File: config.mk
export PLATFORM = sky130hd
export DESIGN_NAME = conv_seq_ctrl
export DESIGN_NICKNAME = d
export VERILOG_FILES = /design/src/rtl/conv_pkg.sv /design/src/rtl/conv_seq_ctrl_raster_cnt.sv /design/src/rtl/conv_seq_ctrl.sv
export SDC_FILE = /design/constraint.sdc
export NUM_CORES = 1
export LEC_CHECK = 0
export BUFFER_PORTS_ARGS = -buffer_cell sky130_fd_sc_hd__buf_2
export CORE_MARGIN = 2
export CORE_UTILIZATION = 53
export CTS_CLUSTER_SIZE = 14
export DETAILED_ROUTE_END_ITERATION = 12
export PLACE_DENSITY = 0.79
export SLEW_MARGIN = 20
export SYNTH_ARGS = -nofsm -noshare
export SYNTH_HDL_FRONTEND = slang
export SYNTH_HIERARCHICAL = 1
export SYNTH_SLANG_ARGS = --single-unit
File: constraint.sdc
create_clock -name iCLK -period 2.6 [get_ports iCLK]
set_clock_uncertainty 0.2 [all_clocks]
set_input_delay 0.39 -clock iCLK [delete_from_list [all_inputs] [get_ports iCLK]]
set_output_delay 0.39 -clock iCLK [all_outputs]
set_load 0.1 [all_outputs]
File: src/rtl/conv_pkg.sv
// Shared constants, state encoding and helpers for the convolution front end
package conv_pkg;

   localparam int unsigned K_DIM  = 5;
   localparam int unsigned K_SIZE = K_DIM * K_DIM;
   localparam int unsigned ADDR_W = 5;

   typedef enum logic [2:0] {
      IDLE   = 3'd0,
      LOAD_W = 3'd1,
      STREAM = 3'd2,
      FLUSH  = 3'd3,
      DONE   = 3'd4
   } seq_state_t;

   // True when a raster position is the bottom-right corner of a full window
   function automatic logic win_complete(input int unsigned row,
                                         input int unsigned col,
                                         input int unsigned kdim);
      return (row >= kdim - 1) && (col >= kdim - 1);
   endfunction

endpackage

File: src/rtl/conv_seq_ctrl_raster_cnt.sv
// Column/row raster counter with enable, clear and last-pixel flag
module raster_cnt #(
   parameter int unsigned W  = 28,
   parameter int unsigned H  = 28,
   parameter int unsigned CW = $clog2(W),
   parameter int unsigned RW = $clog2(H)
) (
   input  logic          i_clk,
   input  logic          i_rst,
   input  logic          i_clr,
   input  logic          i_en,
   output logic [CW-1:0] o_col,
   output logic [RW-1:0] o_row,
   output logic          o_last
);

   logic [CW-1:0] r_col;
   logic [RW-1:0] r_row;
   logic          w_col_wrap;
   logic          w_row_wrap;

   assign w_col_wrap = (r_col == CW'(W - 1));
   assign w_row_wrap = (r_row == RW'(H - 1));

   // Advance column on enable; column wrap steps the row, frame end wraps both
   always_ff @(posedge i_clk) begin
      if (i_rst || i_clr) begin
         r_col <= '0;
         r_row <= '0;
      end else if (i_en) begin
         if (w_col_wrap) begin
            r_col <= '0;
            r_row <= w_row_wrap ? '0 : r_row + 1'b1;
         end else begin
            r_col <= r_col + 1'b1;
         end
      end
   end

   assign o_col  = r_col;
   assign o_row  = r_row;
   assign o_last = w_col_wrap && w_row_wrap;

endmodule

File: src/rtl/conv_seq_ctrl.sv
// Weight-load / pixel-stream sequencer feeding the kernel/input register stage
module conv_seq_ctrl #(
   parameter int unsigned K_DIM  = conv_pkg::K_DIM,
   parameter int unsigned K_SIZE = conv_pkg::K_SIZE,
   parameter int unsigned IMG_W  = 28,
   parameter int unsigned IMG_H  = 28
) (
   input  logic                       iCLK,
   input  logic                       iRST,
   input  logic                       iStart,
   input  logic                       iW_valid,
   input  logic signed [7:0]          iW,
   output logic                       oW_ready,
   input  logic                       iX_valid,
   input  logic signed [7:0]          iX,
   output logic                       oX_ready,
   output logic                       oWren,
   output logic [conv_pkg::ADDR_W-1:0] oADDR,
   output logic signed [7:0]          oWdata,
   output logic                       oValid,
   output logic signed [7:0]          oXdata,
   output logic                       oWin_valid,
   output logic [$clog2(IMG_H)-1:0]   oRow,
   output logic [$clog2(IMG_W)-1:0]   oCol,
   output logic                       oBusy,
   output logic                       oDone
);
   import conv_pkg::*;

   localparam int unsigned RW = $clog2(IMG_H);
   localparam int unsigned CW = $clog2(IMG_W);

   seq_state_t          r_state;
   logic [ADDR_W-1:0]   r_wcnt;
   logic                r_wren;
   logic [ADDR_W-1:0]   r_addr;
   logic signed [7:0]   r_wdata;
   logic                r_valid;
   logic signed [7:0]   r_xdata;
   logic                r_win_pre;
   logic [RW-1:0]       r_row_pre;
   logic [CW-1:0]       r_col_pre;
   logic                r_win;
   logic [RW-1:0]       r_row;
   logic [CW-1:0]       r_col;
   logic                r_done;

   logic                w_w_acc;
   logic                w_x_acc;
   logic                w_wlast;
   logic                w_in_win;
   logic                w_last;
   logic [RW-1:0]       w_row;
   logic [CW-1:0]       w_col;

   assign oW_ready = (r_state == LOAD_W);
   assign oX_ready = (r_state == STREAM);
   assign w_w_acc  = iW_valid && oW_ready;
   assign w_x_acc  = iX_valid && oX_ready;
   assign w_wlast  = (r_wcnt == ADDR_W'(K_SIZE - 1));
   assign w_in_win = win_complete(32'(w_row), 32'(w_col), K_DIM);

   raster_cnt #(
      .W  (IMG_W),
      .H  (IMG_H),
      .CW (CW),
      .RW (RW)
   ) u_raster (
      .i_clk  (iCLK),
      .i_rst  (iRST),
      .i_clr  (w_w_acc && w_wlast),
      .i_en   (w_x_acc),
      .o_col  (w_col),
      .o_row  (w_row),
      .o_last (w_last)
   );

   // Sequencer FSM with registered strobes; the window flag passes through
   // one extra register so it lines up with the register stage's output
   always_ff @(posedge iCLK) begin
      if (iRST) begin
         r_state   <= IDLE;
         r_wcnt    <= '0;
         r_wren    <= 1'b0;
         r_addr    <= '0;
         r_wdata   <= '0;
         r_valid   <= 1'b0;
         r_xdata   <= '0;
         r_win_pre <= 1'b0;
         r_row_pre <= '0;
         r_col_pre <= '0;
         r_win     <= 1'b0;
         r_row     <= '0;
         r_col     <= '0;
         r_done    <= 1'b0;
      end else begin
         r_wren    <= 1'b0;
         r_valid   <= 1'b0;
         r_done    <= 1'b0;
         r_win_pre <= 1'b0;
         r_win     <= r_win_pre;
         if (r_win_pre) begin
            r_row <= r_row_pre;
            r_col <= r_col_pre;
         end
         unique case (r_state)
            IDLE: begin
               if (iStart) begin
                  r_state <= LOAD_W;
                  r_wcnt  <= '0;
               end
            end
            LOAD_W: begin
               if (w_w_acc) begin
                  r_wren  <= 1'b1;
                  r_addr  <= r_wcnt;
                  r_wdata <= iW;
                  r_wcnt  <= r_wcnt + 1'b1;
                  if (w_wlast) r_state <= STREAM;
               end
            end
            STREAM: begin
               if (w_x_acc) begin
                  r_valid   <= 1'b1;
                  r_xdata   <= iX;
                  r_win_pre <= w_in_win;
                  r_row_pre <= w_row;
                  r_col_pre <= w_col;
                  if (w_last) r_state <= FLUSH;
               end
            end
            FLUSH: begin
               r_state <= DONE;
               r_done  <= 1'b1;
            end
            DONE: begin
               r_state <= IDLE;
            end
            default: begin
               r_state <= IDLE;
            end
         endcase
      end
   end

   assign oWren      = r_wren;
   assign oADDR      = r_addr;
   assign oWdata     = r_wdata;
   assign oValid     = r_valid;
   assign oXdata     = r_xdata;
   assign oWin_valid = r_win;
   assign oRow       = r_row;
   assign oCol       = r_col;
   assign oBusy      = (r_state != IDLE);
   assign oDone      = r_done;

endmodule
==> metrics.cfg <==
[status]
outcome = finished, final reports clean

[placement]
place_congestion = 0.878
hpwl_um = 3370
numPortBuffers = 58

[die]
die_h_um = 72.9
rows = 25
initial_core_util_pct = 54.0
die_w_um = 72.9
core_um2 = 4660
ios = 59
dieArea_um2 = 5320

[global_routing]
gr-total-overflow = 0
grt_antenna_before_repair = 0
grt_pass1_wl_um = 8220
grt_util_all_layers_pct = 20.1
grt_max_degree = 54
first_global_vias = 1900

[yosys]
synthMuxAreaShare_pct = 5.17
synth-xor-area-share_pct = 1.04
ys_top_cells_by_count = nand2_1, dfxtp_1, a21oi_1, nor2_1, mux2i_1
synth_edf_count = 0
synth.area.top_cells = dfxtp_1, nand2_1, a21oi_1, mux2i_1, nor2_1
synthFlopType = dfxtp_1
yosysSeqAreaShare_pct = 50.9
ys_warn_count = 6
netlist.area_leader.share_pct = 50.9
synth.avg_cell_area_um2 = 8.65
synth.distinct_cells = 45
synth_compound_area_share_pct = 12.2
postSynthCellCount = 291
post-synth-top-area-cell = dfxtp_1
synth_fp_nets = 316
yosysMostFrequentCell = nand2_1
synth_top_family_by_area = simple AND/OR/NAND/NOR gates
syn_area_um2 = 2520
synth-simple-area-share_pct = 24.3
synthArstFlopShare_pct = 0
synth_fa_ha_area_share_pct = 1.99
synth-seq-cells = 64

[timing]
fin_crit_sh_pct = 85.1
finalHoldViolations = 0
finalSetupViolations = 0
slew_headroom_pct = 58.8
rsz0062_at_grt = false
max_clock_freq_mhz = 452
whs_ps = 93.6
fin_tns_setup_ps = 0
layout_min_cycle_time_ps = 2210
worstMarginPinSlew_ps = 616
drv_slew = 0

[power]
p_switching_uw = 486
leakagePower_nw = 1.23
power.share.clock_pct = 44.9
switching_share_pct = 23.8
internal_power_mw = 1.56
p_per_area_nw_per_um2 = 673
p_comb_share_pct = 6.4
seqPwrFrac_pct = 48.7
peakVddDrop_uv = 322

[setup_path]
rr_worst_depth = 7
arrival_ps = 1620
cp-startpoint = r_state[1]
max_stage_delay_ps = 420
crit_path_end_kind = output port
rr_endpoint = u_raster/o_row[2]
crit_fanout = 11
critical-path-top-delay-family = simple AND/OR/NAND/NOR gates
critPathKind = register to output port
ff2ff_setup_slack_ps = 570
r2r-start = r_wcnt[0]
crit_buf_inv = 1
slowest_stage = buf_2
crit_chain = or2_1, nor2_2, buf_2
crit_path_start_kind = register
critPathCapture = oW_ready
cp.required_ps = 2010
path_depth = 3

[routing]
drt-initial-drc-count = 119
postRouteAntennaNets = 0
drt-vias-per-instance = 5.28
drt-pass1-iter-count = 4
vias = 2139
wl_um = 4940
drc = 0
wl_per_cell_um = 12.2

[clocking]
cts.path.max_buffers = 2
ctsHoldBuffers = 0
clock_sinks = 64
root_buffer = clkbuf_8
clock_latency_ps = 320
numCtsBuffers = 9
cts_setup_buffers = 0
cts_htree_levels = 3
cts_tree = yes
path_clk_slew_ps = 70
ctsResizeCount = 0

[worst_hold_path]
min_path_type = input port to register
min_path_cells = 3

[cells_and_area]
fillers = 407
area_delta_synth_final_pct = 20.8
layout-drive-gt1-share_pct = 24.2
final-seq-area_um2 = 1280
n_antenna_cell = 0
multi_input_area_um2 = 1130
layout.nets = 371

[job]
drv_cap = 0

-- layout by cell type (no fill, tap or decap), drive strengths merged, types with 2 or more instances in the layout --
cell type,count
and3,2
o21ai,3
dfxtp,64
o21bai,2
nand2,69
or3,2
inv,8
nand4bb,2
bufinv,2
buf,62
nor2,18
xor2,2
o31ai,4
a21oi,39
ha,4
nor3,9
or2,2
clkinv,3
or4,5
clkbuf,9
nand3,5
mux2i,13
nand2b,2
nor2b,3
-- metrics by stage --
step | util, % | worst slack, ps | std cells | power (mW) | cell area, um^2
after CTS | 65.2 | 371 | 405 | 2.08 | 3040
after floorplan | - | 160 | 291 | 1.12 | 2520
after detailed placement | 60.5 | 584 | 389 | 1.15 | 2820
final | 65.2 | 389 | 405 | 2.05 | 3040
after global placement | 60.5 | 657 | 389 | 1.15 | 2820
after global routing | 65.2 | 310 | 405 | 2.12 | 3040
-- power groups by stage --
stage / Combinational (mW) / Clock [mW] / Sequential (mW)
after floorplan: 0.0589 / 0 / 1.06
after global placement: 0.131 / 0 / 1.02
after detailed placement: 0.132 / 0 / 1.02
after CTS: 0.133 / 0.948 / 0.995
after global routing: 0.142 / 0.982 / 0.996
final: 0.131 / 0.919 / 0.995
-- metal layers --
| metal | wire length (um) | GRT usage, % | vias to the layer above |
|---|---|---|---|
| li1 | - | - | 1099 |
| met1 | 2240 | 23.4 | 980 |
| met2 | 2460 | 33.5 | 56 |
| met3 | 204 | 5.25 | 4 |
| met4 | 42 | 10.9 | 0 |
| met5 | 0 | 0 | - |
-- final cells by class --
class / instances / share of cell area, %
flip-flops and latches: 64 / 42.1
multi-input cells: 202 / 37.0
repair buffers: 62 / 10.5
clock buffers: 9 / 4.07
clock inverters: 7 / 3.13
well taps: 54 / 2.22
inverters: 7 / 0.864
-- worst reg2reg max path: cells and delay by family, from the launching register on --
kind / cells / cell delay (ps)
adder cells (fa/ha/maj): 1 / 200
buffers and inverters: 1 / 90
flip-flops: 1 / 370
multiplexers: 1 / 120
AND/OR/NAND/NOR: 4 / 980
-- cell families after synthesis --
group | Yosys count
compound gates | 54
simple gates | 128
mux | 13
xor+xnor | 3
flops | 64
buf+inv | 25
fa+ha+maj | 4
-- worst min-delay path by stage --
stage | from | end | slack (ps)
detailed placement | oXdata[4] | oXdata[4] | 240
floorplan | r_col_pre[0] | r_col_pre[0] | 240
finish | iX[0] | oXdata[0] | 90
global route | iW[6] | oWdata[6] | 70
CTS | iX[7] | oXdata[7] | 70
global placement | oWdata[5] | oWdata[5] | 240
(Power assumes the default switching activity.)
